**src/rtl/regfile_sb.sv**
```systemverilog
// rtl/regfile_sb.sv - register file with two write ports, claim port and per-register pending scoreboard (optional REGFILE_BYPASS_EN)
module regfile_sb #(
    parameter  int WIDTH = 32,
    parameter  int DEPTH = 32,
    localparam int AW    = $clog2(DEPTH)
) (
    input  logic             clk,
    input  logic             reset,
    input  logic [AW-1:0]    ra1,
    input  logic [AW-1:0]    ra2,
    output logic [WIDTH-1:0] rd1,
    output logic [WIDTH-1:0] rd2,
    output logic             busy1,
    output logic             busy2,
    input  logic             we3,
    input  logic [AW-1:0]    wa3,
    input  logic [WIDTH-1:0] wd3,
    input  logic             we4,
    input  logic [AW-1:0]    wa4,
    input  logic [WIDTH-1:0] wd4,
    input  logic             cl,
    input  logic [AW-1:0]    ca
);

    logic [WIDTH-1:0] rf_q [DEPTH];
    logic [WIDTH-1:0] rf_d [DEPTH];
    logic [DEPTH-1:0] pend_q;
    logic [DEPTH-1:0] pend_d;

    logic             wr_a;
    logic             wr_b;
    logic             clm;

    // Register 0 is hardwired: writes and claims aimed at it are dropped.
    assign wr_a = we3 && (wa3 != '0);
    assign wr_b = we4 && (wa4 != '0);
    assign clm  = cl  && (ca  != '0);

    // Next state: port B first so port A overrides on collision; claim applied last so it wins over a write.
    always_comb begin
        rf_d   = rf_q;
        pend_d = pend_q;
        if (wr_b) begin
            rf_d[wa4]   = wd4;
            pend_d[wa4] = 1'b0;
        end
        if (wr_a) begin
            rf_d[wa3]   = wd3;
            pend_d[wa3] = 1'b0;
        end
        if (clm) begin
            pend_d[ca] = 1'b1;
        end
    end

    // State register; reset overrides any write or claim in the same cycle.
    always_ff @(posedge clk) begin
        if (reset) begin
            for (int i = 0; i < DEPTH; i++) begin
                rf_q[i] <= '0;
            end
            pend_q <= '0;
        end else begin
            rf_q   <= rf_d;
            pend_q <= pend_d;
        end
    end

    logic [AW-1:0]    ra_v   [2];
    logic [WIDTH-1:0] rd_v   [2];
    logic             busy_v [2];

    assign ra_v[0] = ra1;
    assign ra_v[1] = ra2;
    assign rd1     = rd_v[0];
    assign rd2     = rd_v[1];
    assign busy1   = busy_v[0];
    assign busy2   = busy_v[1];

    // Combinational read of both ports; address 0 always reads as zero and idle.
    always_comb begin
        for (int p = 0; p < 2; p++) begin
            rd_v[p]   = rf_q[ra_v[p]];
            busy_v[p] = pend_q[ra_v[p]];
`ifdef REGFILE_BYPASS_EN
            if (!reset) begin
                if (wr_a && (wa3 == ra_v[p])) begin
                    rd_v[p]   = wd3;
                    busy_v[p] = clm && (ca == ra_v[p]);
                end else if (wr_b && (wa4 == ra_v[p])) begin
                    rd_v[p]   = wd4;
                    busy_v[p] = clm && (ca == ra_v[p]);
                end
            end
`endif
            if (ra_v[p] == '0) begin
                rd_v[p]   = '0;
                busy_v[p] = 1'b0;
            end
        end
    end

endmodule

```
**config.mk**
```make
export PLATFORM = sky130hd
export DESIGN_NAME = regfile_sb
export DESIGN_NICKNAME = d
export VERILOG_FILES = /design/src/rtl/regfile_sb.sv
export SDC_FILE = /design/constraint.sdc
export NUM_CORES = 2
export LEC_CHECK = 0
export BUFFER_PORTS_ARGS = -buffer_cell sky130_fd_sc_hd__buf_2
export CELL_PAD_IN_SITES_DETAIL_PLACEMENT = 1
export CELL_PAD_IN_SITES_GLOBAL_PLACEMENT = 2
export CORE_MARGIN = 2
export CORE_UTILIZATION = 41
export CTS_BUF_LIST = sky130_fd_sc_hd__clkbuf_4 sky130_fd_sc_hd__clkbuf_8 sky130_fd_sc_hd__clkbuf_16
export CTS_CLUSTER_DIAMETER = 200
export DETAILED_ROUTE_END_ITERATION = 8
export PLACE_DENSITY = 0.79
export SYNTH_ARGS = -nofsm -noshare
export SYNTH_HDL_FRONTEND = slang
export SYNTH_SLANG_ARGS = --single-unit
```
**constraint.sdc**
```tcl
create_clock -name clk -period 2.6 [get_ports clk]
set_input_delay 0.52 -clock clk [delete_from_list [all_inputs] [get_ports clk]]
set_output_delay 0.52 -clock clk [all_outputs]
set_load 0.01 [all_outputs]
```
# Yosys cells after proc, flatten, opt, wreduce, memory -nomap -nowiden
# Cells that the tools add are included.
# op_classes
magnitude_cmp	14
mux	31
bitwise_logic	9
n_reduce_logical	13
# ops
operator	n
bitwise mux 1024 bit	2
2-to-1 mux 1024 bit	2
2-to-1 mux 32 bit	11
binary-select mux 32 bit (select 5 bit)	2
demux 32 bit (select 5 bit)	2
AND 32 bit	2
inverter 32 bit	2
bitwise OR 32 bit	1
< comparator 5 x 6 -> 1 bit, second input constant	5
>= comparator 6 bit, second input constant	4
inverter 5 -> 6 bit	4
demux 1 bit (select 5 bit)	3
>= comparator 5 x 1 -> 1 bit, second input constant	3
nonzero test 5 bit	3
< comparator 6 x 1 -> 1 bit, second input constant	2
binary-select mux 1 bit (select 5 bit)	2
zero test 5 bit	2
logical AND 1 bit	8
2-to-1 mux 1 bit	7
# totals
register_bits	1056
in_bits	94
out_inout_bits	66
wordCells	100

# Depth between registers and ports, before layout
# logic_depth
depth_word	11
mapped_depth	8

# Least setup slack after synthesis
# Ideal clock, no wire load.
# synth_timing
path_kind	input-to-output
startpoint	input port ra2[1]
endpoint	output port rd2[31]
t_arrival_ps	1945
slack_ps	135
path_stages	6
path_buffers	2
path_cell_list	buf_2 buf_2 mux4_2 mux2_2 o21ai_0 a311oi_1
# synth_between
elab_chain_len	5
elab_cells_between_ends	6
cone_classes	mux (4); bitwise (1); reduce/logical (1)
# synth_rtl
item	line_no	source
from (decl)	10	input logic [AW-1:0] ra2,
inverter 5 -> 6 bit (implied by the code)	83	rd_v[p] = rf_q[ra_v[p]];
binary-select mux 32 bit (select 5 bit)	83	
2-to-1 mux 32 bit (implied by the code) (2 in series)	83	
2-to-1 mux 32 bit *	96	if (ra_v[p] == '0) begin
to (decl)	12	output logic [WIDTH-1:0] rd2,
# Mark *: on every way between the ends. The rest lies on a longest branch, timed or not. The select of a mux whose other input is x is not followed.

# Final worst setup path
# layout_timing
startpoint	register rf_q[912] (netlist name)
endpoint	output port rd1[16]
# layout_between
elab_chain_len	4
# layout_rtl
item	line_no	source
from (decl)	25	logic [WIDTH-1:0] rf_q [DEPTH];
from (signal assigned)	64	rf_q <= rf_d;
binary-select mux 32 bit (select 5 bit)	83	
2-to-1 mux 32 bit (implied by the code) (2 in series)	83	
2-to-1 mux 32 bit	96	
to (decl)	11	output logic [WIDTH-1:0] rd1,
# No other way between the ends. The select of a mux whose other input is x is not followed.

==> impl_metrics.csv <==
group,metric,value,unit
cts,path_clk_slew,0.06,ns
status,violations,"setup timing",
min_path,min_path_type,"in -> reg",
floorplanning,die_w,399,µm
logic_synthesis,synth_fp_nets,6891,
setup_path,cp_cell_sequence,"mux4_2 > nor2b_1 > a211oi_2 > a311oi_2 > buf_4 > buf_6",
sta,post-route-period-util,120,%
global_routing,grt-ovfl-total,0,
layout,multi_input_area,40800,µm²
sta,max_freq,322,MHz
min_path,min-delay-start,"reset",
setup_path,crit_fanout,3,
flow_run,cap_violations,0,
routing,viasPerCell,7.34,
logic_synthesis,yosysSeqAreaShare,33.1,%
sta,hold_viol_final,0,
routing,postRouteAntennaNets,0,
layout,nets,6975,
cts,htreeDepth,4,
setup_path,path_class,"reg -> out",
logic_synthesis,synth_seq_cells,1056,
pwr,ir_drop,0.747,mV
layout,final_util,51.5,%
logic_synthesis,synthArstFlopShare,0,%
setup_path,cp_slowest_stage_delay,0.50,ns
layout,final-seq-area,21400,µm²
setup_path,critPathLaunch,"rf_q[912]",
setup_path,cp_top_family,"multiplexers",
floorplanning,start_util,41.4,%
routing,wl,347000,µm
cts,clock-root-buffer,"clkbuf_16",
setup_path,worstSetupEndpointType,"output port",
cts,clockBufferDepth,3,
pwr,power.leakage,31.5,nW
setup_path,start_kind,"register",
setup_path,rr_startpoint,"rf_q[221]",
routing,wl_per_cell,38.5,µm
routing,first_pass_iters,8,
routing,dr_total_vias,66300,
routing,drc,0,
placed_design,hpwl,211000,µm
cts,hold_buffers,0,
logic_synthesis,ys_types,44,
layout,drive_above_1_share,32.0,%
sta,finalWorstSetupSlack,-0.510,ns
cts,tritoncts,"built",
logic_synthesis,ys.flop_type,"dfxtp_1",
global_routing,antenna_found_initial,33,
setup_path,crit_slowest_cell,"mux4_2",
global_routing,grt_pass1_vias,65300,
cts,cts_sinks,1056,
sta,slew_violations,0,
pwr,p_per_area,542,nW/µm²
floorplanning,core,154000,µm²
sta,fin_hold_ws,0.201,ns
logic_synthesis,synth_area,63800,µm²
placed_design,routabilityCongestion,0.939,
sta,setup-violations-final,66,
sta,relSlewSlack,19.9,%
floorplanning,fp-row-count,144,
global_routing,grt_usage,41.9,%
logic_synthesis,ys_warn_count,0,
floorplanning,die_h,399,µm
sta,finalCriticalPeriod,3.11,ns
global_routing,grt_pass1_wl,483000,µm
sta,tightest_slew,1.20,ns
cts,cts_inserted_buffers,131,
setup_path,crit_buf_inv,2,
sta,grt_setup_unrepaired,"true",
status,status,"complete, but fails checks",
cts,clock_latency,0.79,ns
layout,syn2layout_area_growth,24.4,%
global_routing,grt_max_degree,90,
floorplanning,dieArea,159000,µm²
floorplanning,ios,160,
sta,fin_skew,0,ns
logic_synthesis,synth_cells,6797,
layout,fillers,16700,
setup_path,cp.arrival,2.59,ns
routing,drt_iter0_drc,9155,
logic_synthesis,synth_edf_count,0,
setup_path,required,2.08,ns
placed_design,port-buffer-count,159,
logic_synthesis,synth.avg_cell_area,9.39,µm²
[routing by layer]
metal / track usage [%] / up-vias / routed length (µm)
li1: - / 25900 / -
met1: 53.1 / 33900 / 128000
met2: 61.1 / 5055 / 148000
met3: 12.6 / 1415 / 44600
met4: 29.0 / 24 / 26400
met5: 0 / - / 138
[layout by cell type (no fill, tap or decap), types with 13 or more instances in the layout]
cell / netlist / routed
buf_4: 129 / 466
mux2_2: 66 / 15
bufinv_16: 0 / 13
buf_12: 2 / 203
nor2_1: 1038 / 1032
a311oi_2: 4 / 38
o21ai_2: 0 / 66
diode_2: 0 / 13
nor2b_1: 111 / 95
a211oi_2: 0 / 53
a211oi_1: 606 / 548
o21ai_1: 42 / 27
a311oi_1: 514 / 470
o21ai_4: 0 / 15
nor2b_4: 0 / 15
mux2i_1: 672 / 670
a221oi_2: 1 / 28
dfxtp_1: 1056 / 864
a32oi_1: 31 / 31
clkinv_2: 0 / 23
a22oi_1: 66 / 14
buf_16: 0 / 33
clkbuf_8: 0 / 22
nand2_1: 547 / 500
nand3_1: 454 / 452
nand2_4: 0 / 40
mux2_4: 0 / 51
clkbuf_4: 0 / 23
buf_6: 16 / 45
dfxtp_2: 0 / 192
mux4_2: 462 / 462
a22oi_2: 0 / 52
clkbuf_16: 0 / 152
buf_2: 176 / 126
[cells by family (layout without fill, tap and decap cells)]
| logic type | count (synthesis) | after routing | share of synthesized area (%) |
|---|---|---|---|
| simple gates | 2197 | 2198 | 14.6 |
| compound gates | 1396 | 1396 | 17.3 |
| mux | 1200 | 1200 | 28.0 |
| flops | 1056 | 1056 | 33.1 |
| buf+inv | 948 | 1123 | 6.98 |
| other cells | 0 | 13 | 0 |
[synthesized netlist by cell type (3+ instances only)]
cell	n	area (µm²)
a211oi_1	606	4550
a221oi_1	42	368
a22oi_1	66	495
a311oi_1	514	4500
a311oi_2	4	60.1
a32oi_1	31	272
and2_1	4	25.0
and4b_1	4	40.0
and4bb_2	4	50.1
buf_1	60	225
buf_2	176	881
buf_4	129	968
buf_6	16	180
buf_8	3	45.0
clkbuf_1	557	2090
clkbuf_2	3	15.0
dfxtp_1	1056	21100
mux2_2	66	743
mux2i_1	672	6730
mux4_2	462	10400
nand2_1	547	2050
nand2_2	4	25.0
nand2b_1	5	31.3
nand3_1	454	2270
nand3_2	7	70.1
nor2_1	1038	3900
nor2b_1	111	694
o2111ai_1	23	201
o21ai_0	67	335
o21ai_1	42	210
[area by class of cell]
class,instances,area share (%)
diodes,13,0.0410
clock buffers,185,5.01
clock inverters,40,0.689
inverters,2,0.0158
multi-input cells,4794,51.3
flip-flops and latches,1056,26.9
well taps,2044,3.22
repair buffers,896,12.8
[state kept, by name (all words and copies together) (netlist names)]
| signal | cells |
|---|---|
| pend_q | 32 |
| rf_q | 1024 |
[power breakdown]
part           switching, mW  total [mW]  internal (mW)
Clock                   7.96        19.9           11.9
Combinational           3.99        6.42           2.43
Sequential             0.273        16.8           16.5
[through the flow]
stage / instance area, µm² / setup TNS [ns] / cells / worst slack (ns) / power [mW]
after global placement: 70500 / -31.79 / 8682 / -0.799 / 22.4
after global routing: 79400 / -22.31 / 9021 / -0.494 / 43.8
after floorplan: 63800 / 0 / 6797 / 0.135 / 19.8
final: 79400 / -21.87 / 9030 / -0.510 / 43.1
after detailed placement: 70500 / -32.17 / 8682 / -0.750 / 22.5
after CTS: 77200 / -22.10 / 8936 / -0.424 / 42.4
[what timing repair did]
item,in CTS,in global routing
setup endpoints to repair,66,66
buffers inserted,36,80
hold endpoints to repair,0,0
cloned,16,12
gates resized for setup,432,343
pin swaps,66,89
[path summary, 6_finish.rpt]
| check | endpoint | slack [ns] | cells after the start |
|---|---|---|---|
| min reg2reg | rf_q[1007] | 0.48 | 1 |
| max | rd1[16] | -0.51 | 6 |
| max reg2reg | rf_q[221] | 1.58 | 2 |
| min | rf_q[869] | 0.20 | 2 |
Note: power is estimated with default switching activity, not from simulation.
